$ cat src/rtl/cond_pkg.sv
// Shared definitions for the input conditioner: counter sizing, stage limit and edge pulse type.
package cond_pkg;

    localparam int MAX_SYNC_STAGES = 4;

    typedef struct packed {
        logic rise;
        logic fall;
    } cond_edge_t;

    // Debounce counter width for a D-cycle filter; never narrower than one bit.
    function automatic int cnt_width(input int d);
        int w;
        w = 1;
        if (d > 0) begin
            w = $clog2(d + 1);
        end
        if (w < 1) begin
            w = 1;
        end
        return w;
    endfunction

endpackage

$ cat src/rtl/cond_channel.sv
// One conditioned input: synchroniser chain, debounce filter, Out flop and edge pulses.
// Edge pulse registers exist only when INPUT_CONDITIONER_EDGE_EN is defined.
module cond_channel
    import cond_pkg::*;
#(
    parameter int   SYNC_STAGES     = 2,
    parameter int   DEBOUNCE_CYCLES = 16,
    parameter logic RESET_BIT       = 1'b0
) (
    input  logic Clk,
    input  logic Reset,
    input  logic raw,
    output logic out,
    output logic rise,
    output logic fall
);

    localparam int CNT_W = cnt_width(DEBOUNCE_CYCLES);

    logic [SYNC_STAGES-1:0] sync;
    logic [SYNC_STAGES:0]   chain;
    logic                   synced;
    logic                   outReg;

    // chain[0] is the raw pin, chain[k] is sync stage k-1, the top bit is the synced level.
    assign chain  = {sync, raw};
    assign synced = chain[SYNC_STAGES];

    always_ff @(posedge Clk) begin
        if (Reset) begin
            sync <= {SYNC_STAGES{RESET_BIT}};
        end else begin
            sync <= chain[SYNC_STAGES-1:0];
        end
    end

`ifdef INPUT_CONDITIONER_EDGE_EN
    logic outNext;
`endif

    generate
        if (DEBOUNCE_CYCLES == 0) begin : g_bypass
            assign outReg = synced;
`ifdef INPUT_CONDITIONER_EDGE_EN
            assign outNext = chain[SYNC_STAGES-1];
`endif
        end else begin : g_debounce
            localparam logic [CNT_W-1:0] LAST = CNT_W'(DEBOUNCE_CYCLES - 1);

            logic [CNT_W-1:0] cnt;
            logic             outFlop;

            // Any cycle where synced agrees with Out throws away the partial count.
            always_ff @(posedge Clk) begin
                if (Reset) begin
                    cnt     <= '0;
                    outFlop <= RESET_BIT;
                end else if (synced != outFlop) begin
                    if (cnt == LAST) begin
                        cnt     <= '0;
                        outFlop <= synced;
                    end else begin
                        cnt <= cnt + 1'b1;
                    end
                end else begin
                    cnt <= '0;
                end
            end

            assign outReg = outFlop;
`ifdef INPUT_CONDITIONER_EDGE_EN
            assign outNext = ((synced != outFlop) && (cnt == LAST)) ? synced : outFlop;
`endif
        end
    endgenerate

    assign out = outReg;

`ifdef INPUT_CONDITIONER_EDGE_EN
    cond_edge_t edgeReg;

    // Pulses are computed from the value Out is about to take, so they line up with the change.
    always_ff @(posedge Clk) begin
        if (Reset) begin
            edgeReg <= '0;
        end else begin
            edgeReg.rise <= outNext & ~outReg;
            edgeReg.fall <= ~outNext & outReg;
        end
    end

    assign rise = edgeReg.rise;
    assign fall = edgeReg.fall;
`else
    assign rise = 1'b0;
    assign fall = 1'b0;
`endif

endmodule

$ cat src/rtl/input_conditioner.sv
// Multi-channel synchroniser and debouncer; each channel is an independent cond_channel.
// Define INPUT_CONDITIONER_EDGE_EN to build the Rise/Fall pulse outputs.
module input_conditioner
    import cond_pkg::*;
#(
    parameter int                  CHANNELS        = 4,
    parameter int                  SYNC_STAGES     = 2,
    parameter int                  DEBOUNCE_CYCLES = 16,
    parameter logic [CHANNELS-1:0] RESET_VAL       = '0
) (
    input  logic                Clk,
    input  logic                Reset,
    input  logic [CHANNELS-1:0] IN,
    output logic [CHANNELS-1:0] Out,
    output logic [CHANNELS-1:0] Rise,
    output logic [CHANNELS-1:0] Fall
);

    // Out-of-range stage counts are clamped rather than producing a broken chain.
    localparam int STAGES = (SYNC_STAGES < 1) ? 1 :
                            (SYNC_STAGES > MAX_SYNC_STAGES) ? MAX_SYNC_STAGES : SYNC_STAGES;
    localparam int DEBOUNCE = (DEBOUNCE_CYCLES < 0) ? 0 : DEBOUNCE_CYCLES;

    generate
        for (genvar i = 0; i < CHANNELS; i++) begin : g_chan
            cond_channel #(
                .SYNC_STAGES    (STAGES),
                .DEBOUNCE_CYCLES(DEBOUNCE),
                .RESET_BIT      (RESET_VAL[i])
            ) u_channel (
                .Clk  (Clk),
                .Reset(Reset),
                .raw  (IN[i]),
                .out  (Out[i]),
                .rise (Rise[i]),
                .fall (Fall[i])
            );
        end
    endgenerate

endmodule

$ cat config.mk
export PLATFORM = sky130hd
export DESIGN_NAME = input_conditioner
export DESIGN_NICKNAME = d
export VERILOG_FILES = /design/src/rtl/cond_pkg.sv /design/src/rtl/cond_channel.sv /design/src/rtl/input_conditioner.sv
export SDC_FILE = /design/constraint.sdc
export NUM_CORES = 1
export LEC_CHECK = 0
export ABC_CLOCK_PERIOD_IN_PS = 3300
export CAP_MARGIN = 20
export CORE_AREA = 8 8 48 69
export CTS_BUF_LIST = sky130_fd_sc_hd__clkbuf_16
export DETAILED_ROUTE_END_ITERATION = 16
export DIE_AREA = 0 0 56 77
export GPL_ROUTABILITY_DRIVEN = 0
export HOLD_SLACK_MARGIN = 0.1
export PLACE_DENSITY_LB_ADDON = 0.2
export SLEW_MARGIN = 20
export SYNTH_ARGS = -nofsm -noshare
export SYNTH_HDL_FRONTEND = slang
export SYNTH_SLANG_ARGS = --single-unit
$ cat constraint.sdc
create_clock -name Clk -period 3.3 [get_ports Clk]
set_input_delay 0.495 -clock Clk [delete_from_list [all_inputs] [get_ports Clk]]
set_output_delay 0.495 -clock Clk [all_outputs]
set_load 0.005 [all_outputs]
Word level (Yosys, flattened, before mapping)
Cells that the tools add are included.
{"block": "totals", "wordCells": 36, "in_bits": 6, "regBits": 32, "output_inout_bits": 12}
{"block": "op_classes", "n_bitwise": 4, "addsub": 4, "reduce_logical": 8, "n_eq_ne": 8}
{"cell": "$add 5x1->5 const B", "n": 4}
{"cell": "$eq 5x4->1 const B", "n": 4}
{"cell": "$reduce_or 3->1", "n": 4}
{"cell": "$reduce_and 2->1", "n": 4}
{"cell": "$ne 1x1->1", "n": 4}
{"cell": "$not 1->1", "n": 4}

Longest topological paths before layout
{"block": "depth", "word_depth": 3, "depth_mapped": 5, "depth_no_buf": 5}

Modules after synthesis
Synthesis repeated with hierarchy kept, for this count alone.
{"block": "unflattened", "cells_unflattened": 120, "hier_area_um2": 1221.2}
{"mod": "cond_channel", "seq_area_each_um2": 160.2, "cells_each": 30, "n_inst": 4, "area_each_um2": 305.3}

Worst setup path before layout
OpenSTA, ideal clock, no wires.
{"block": "synth_timing", "path_type": "reg2reg", "from": "register g_chan[1].u_channel.g_debounce.cnt[0]", "to": "register g_chan[1].u_channel.g_debounce.cnt[2]", "t_arrival_ps": 1372, "path_stages_with_launch": 6, "slack_ps": 1863, "period_less_slack_ps": 1437, "path_buffers": 0, "required_time_ps": 3236, "setup_time_ps": 64, "cell_sequence": "dfxtp_1 > ha_1 > and3_1 > ha_1 > or3_4 > nor2_1"}
{"block": "synth_between", "elab_chain_len": 2, "word_cells_on_any_way": 3, "classes_between": "add/sub (1); eq/ne (1); reduce/logical (1)"}
{"element": "start, declared", "line_no": "cond_channel.sv:50", "text": "logic [CNT_W-1:0] cnt;"}
{"element": "start signal, assigned", "line_no": "cond_channel.sv:63", "text": "cnt <= cnt + 1'b1;"}
{"element": "branches (longest 2 deep; another with $add 5x1->5)"}
Parallel ways; which one is timed is not known.
A chain may end at the register's enable or synchronous reset.

Worst setup path in the final report
{"block": "layout_timing", "from": "register g_chan[0].u_channel.g_debounce.outFlop", "to": "output Out[0]"}
{"element": "start, declared", "line_no": "cond_channel.sv:51", "text": "logic outFlop;"}
{"element": "start signal, assigned", "line_no": "cond_channel.sv:61", "text": "outFlop <= synced;"}
{"element": "end, declared", "line_no": "input_conditioner.sv:14", "text": "output logic [CHANNELS-1:0] Out,"}
No word-level cell between the ends.

==> tab_implementation.tex <==
\begin{tabular}{lr}
\hline
Metric & Value \\
\hline
\multicolumn{2}{l}{\textbf{Worst setup path}} \\
Setup crit end kind & output pin \\
Source of the critical timing path & g\_chan[0].u\_channel.out\$\_SDFFE\_PP0P\_ \\
Largest incremental delay on the critical path & 0.52 ns \\
Worst flop-to-flop path startpoint & g\_chan[1].u\_channel.g\_debounce.cnt[0]\$\_SDFF\_PP0\_ \\
Series of cell instances along the critical path & clkdlybuf4s50\_1 \\
Number of buffers and inverters on the critical path & 1 \\
Required time at the endpoint of the critical path & 2.80 ns \\
Stages on the worst setup path & 1 \\
Worst Path Max Fanout & 3 \\
Slowest cell on crit path & sky130\_fd\_sc\_hd\_\_clkdlybuf4s50\_1 \\
Critical Path AT & 1.16 ns \\
R2r worst-path depth & 5 \\
Reg2reg setup slack & 1.71 ns \\
Startpoint class of the critical path & flop \\
Family with the most delay on the worst path & buffers and inverters \\
CP Class & reg2out \\
Destination of the worst register-to-register timing path & g\_chan[1].u\_channel.g\_debounce.cnt[2]\$\_SDFF\_PP0\_ \\
\multicolumn{2}{l}{\textbf{Timing}} \\
Worst clock skew & 0.000794 ns \\
Hold Violations, Final & 0 \\
Count of final max-slew check failures & 0 \\
Final setup slack of the worst path & 1.65 ns \\
Min Tclk post-route & 1.65 ns \\
Final Cycle Share & 50.1\% \\
Highest Clock Rate & 605 MHz \\
Unrepaired setup endpoints after global routing & false \\
Final sum of negative setup slack & 0 ns \\
Final count of negative-setup-slack endpoints & 0 \\
\multicolumn{2}{l}{\textbf{Pwr}} \\
Maximum VDD drop & 0.348 mV \\
Power, Total & 0.840 mW \\
PwrDens & 585 mW/mm² \\
Static power due to leakage & 0.573 nW \\
\multicolumn{2}{l}{\textbf{Floorplan}} \\
Count of boundary I/O pins & 18 \\
Die Y & 77 µm \\
Area enclosed by the die boundary & 0.00431 mm² \\
Site row count & 22 \\
Core region area & 0.00237 mm² \\
Initial Utilization & 52.5\% \\
Floorplan die width & 56 µm \\
\multicolumn{2}{l}{\textbf{CTS}} \\
H-Tree Level Count & 2 \\
CTS Buf Count & 5 \\
Latest clock arrival within the worst-skew pair & 0.27 ns \\
Clk slew on worst S/H paths & 0.05 ns \\
Number of clock sinks & 32 \\
Total setup buffers inserted after CTS & 0 \\
Number of buffers inserted for hold repair after clock tree synthesis & 0 \\
Buffer levels on the longest clock path & 2 \\
Clock Root Buffer & sky130\_fd\_sc\_hd\_\_clkbuf\_16 \\
Clock tree from TritonCTS & yes \\
Count of cells resized by post-cts repair & 0 \\
\multicolumn{2}{l}{\textbf{Place}} \\
Final HPWL from detailed placement & 1340 µm \\
Port bufs & 9 \\
Post-placement setup slack & 1.40 ns \\
\multicolumn{2}{l}{\textbf{Detailed routing}} \\
Wire length per cell & 10.9 µm \\
DR vias & 737 \\
Detailed-routing iteration count for the pre-antenna-repair pass & 4 \\
DRC violation count after routing & 0 \\
Number of antenna-violating nets in the routed design & 0 \\
Drt initial violations & 9 \\
Final Routed Wirelength & 1720 µm \\
Average via count per standard cell & 4.69 \\
\multicolumn{2}{l}{\textbf{Logic synthesis}} \\
Sequential area share after synthesis & 51.5\% \\
Gate count of the mapped netlist & 122 \\
Synthesized area per cell & 10.2 µm² \\
Number of distinct library cell variants in the gate-level netlist after synthesis & 14 \\
Count of state elements after synthesis & 32 \\
Total number of yosys warnings & 0 \\
Summed instance area of the synthesized netlist & 0.00124 mm² \\
\multicolumn{2}{l}{\textbf{Run}} \\
Number of max-cap violations & 0 \\
\multicolumn{2}{l}{\textbf{GRT}} \\
Wire length of the first global-routing pass & 3080 µm \\
Antenna violations before repair & 0 \\
Overflow left after global routing & 0 \\
Pin count of the biggest net entering global routing & 17 \\
Vias in the first global route & 771 \\
GRT Total Usage & 9.30\% \\
\multicolumn{2}{l}{\textbf{Cells and area}} \\
Final net count & 146 \\
P\&R area growth vs syn & 15.4\% \\
Diodes inserted & 0 \\
Filler Cell Count & 214 \\
Layout cells sized above 1 & 8.27\% \\
\multicolumn{2}{l}{\textbf{Min path}} \\
Startpoint of the lowest-slack hold path & g\_chan[3].u\_channel.sync[0]\$\_SDFF\_PP0\_ \\
Worst Hold Path EP & g\_chan[3].u\_channel.sync[1]\$\_SDFF\_PP0\_ \\
Kind of path behind the tightest hold check & reg2reg \\
Worst Hold Depth & 1 \\
\multicolumn{2}{l}{\textbf{Status}} \\
Run status & finished clean \\
\hline
\end{tabular}
[sequential cells by signal (all words and copies together) (netlist names)]
register / cells
g_chan.u_channel.sync: 8
g_chan.u_channel.out: 4
g_chan.u_channel.g_debounce.cnt: 20
[power breakdown]
part	total (mW)	internal, mW	switching [mW]
logic	0.0206	0.0112	0.00938
registers	0.396	0.393	0.00295
clock network	0.423	0.273	0.150
total	0.840	0.677	0.162
[cell usage after synthesis (all sizes together)]
cell type | n | area (µm²)
nor2b | 8 | 50.1
buf | 12 | 90.1
xnor2 | 8 | 70.1
or3 | 4 | 45.0
inv | 8 | 30.0
nor2 | 24 | 90.1
dfxtp | 32 | 641
clkbuf | 1 | 3.75
conb | 1 | 3.75
ha | 8 | 100
and3 | 4 | 25.0
xor2 | 4 | 35.0
mux2i | 4 | 40.0
nand3 | 4 | 20.0
[per-stage QoR]
stage / instances / cell area [µm²] / hold WS (ns) / util (%)
after floorplan: 129 / 1270 / 0.414 / -
after global placement: 149 / 1300 / 0.420 / 54.8
after detailed placement: 149 / 1300 / 0.439 / 54.8
after CTS: 157 / 1440 / 0.451 / 60.6
after global routing: 157 / 1440 / 0.467 / 60.6
final: 157 / 1440 / 0.441 / 60.6
[cell type report]
type                            count  area, µm²  area share (%)
Multi-Input combinational cell     76        505            35.2
Tap cell                           24       30.0            2.09
Inverter                            8       30.0            2.09
Clock buffer                        5        125            8.72
Timing Repair Buffer                9       90.1            6.28
Clock inverter                      3       13.8           0.959
Sequential cell                    32        641            44.6
[kinds of logic after synthesis]
family                   after synthesis  share of synthesized area [%]
XOR/XNOR                              12                           8.45
adder cells (fa/ha/maj)                8                           8.05
buffers and inverters                 21                           9.96
flip-flops                            32                           51.5
multiplexers                           4                           3.22
other                                  1                          0.302
AND/OR/NAND/NOR                       44                           18.5
[cells in the final DEF (no fill, tap or decap)]
master                             n
sky130_fd_sc_hd__and3_1            4
sky130_fd_sc_hd__clkbuf_16         5
sky130_fd_sc_hd__clkdlybuf4s50_1   9
sky130_fd_sc_hd__clkinv_1          1
sky130_fd_sc_hd__clkinv_2          2
sky130_fd_sc_hd__conb_1            8
sky130_fd_sc_hd__dfxtp_1          32
sky130_fd_sc_hd__ha_1              8
sky130_fd_sc_hd__inv_1             8
sky130_fd_sc_hd__mux2i_1           4
sky130_fd_sc_hd__nand3_1           4
sky130_fd_sc_hd__nor2_1           24
sky130_fd_sc_hd__nor2b_1           8
sky130_fd_sc_hd__or3_4             4
sky130_fd_sc_hd__xnor2_1           8
sky130_fd_sc_hd__xor2_1            4
[worst max-delay path by stage]
stage	end	slack, ns
2_1_floorplan	g_chan[1].u_channel.g_debounce.cnt[2]$_SDFF_PP0_	1.86
3_5_place_dp	g_chan[1].u_channel.g_debounce.cnt[2]$_SDFF_PP0_	1.40
6_report	Out[0]	1.65
5_1_grt	g_chan[1].u_channel.g_debounce.cnt[2]$_SDFF_PP0_	1.58
4_1_cts	Out[0]	1.63
3_3_place_gp	g_chan[3].u_channel.g_debounce.cnt[3]$_SDFF_PP0_	1.45
[layer usage]
layer / GRT usage, % / vias up / part of all wire [%] / wire length [µm]
met5: 0 / - / 0 / 0
met4: 7.97 / 0 / 4.1 / 70
met3: 5.77 / 6 / 6.1 / 104
met2: 14.6 / 16 / 50 / 859
met1: 8.03 / 332 / 40 / 685
li1: - / 383 / - / -
(Power assumes the default switching activity.)
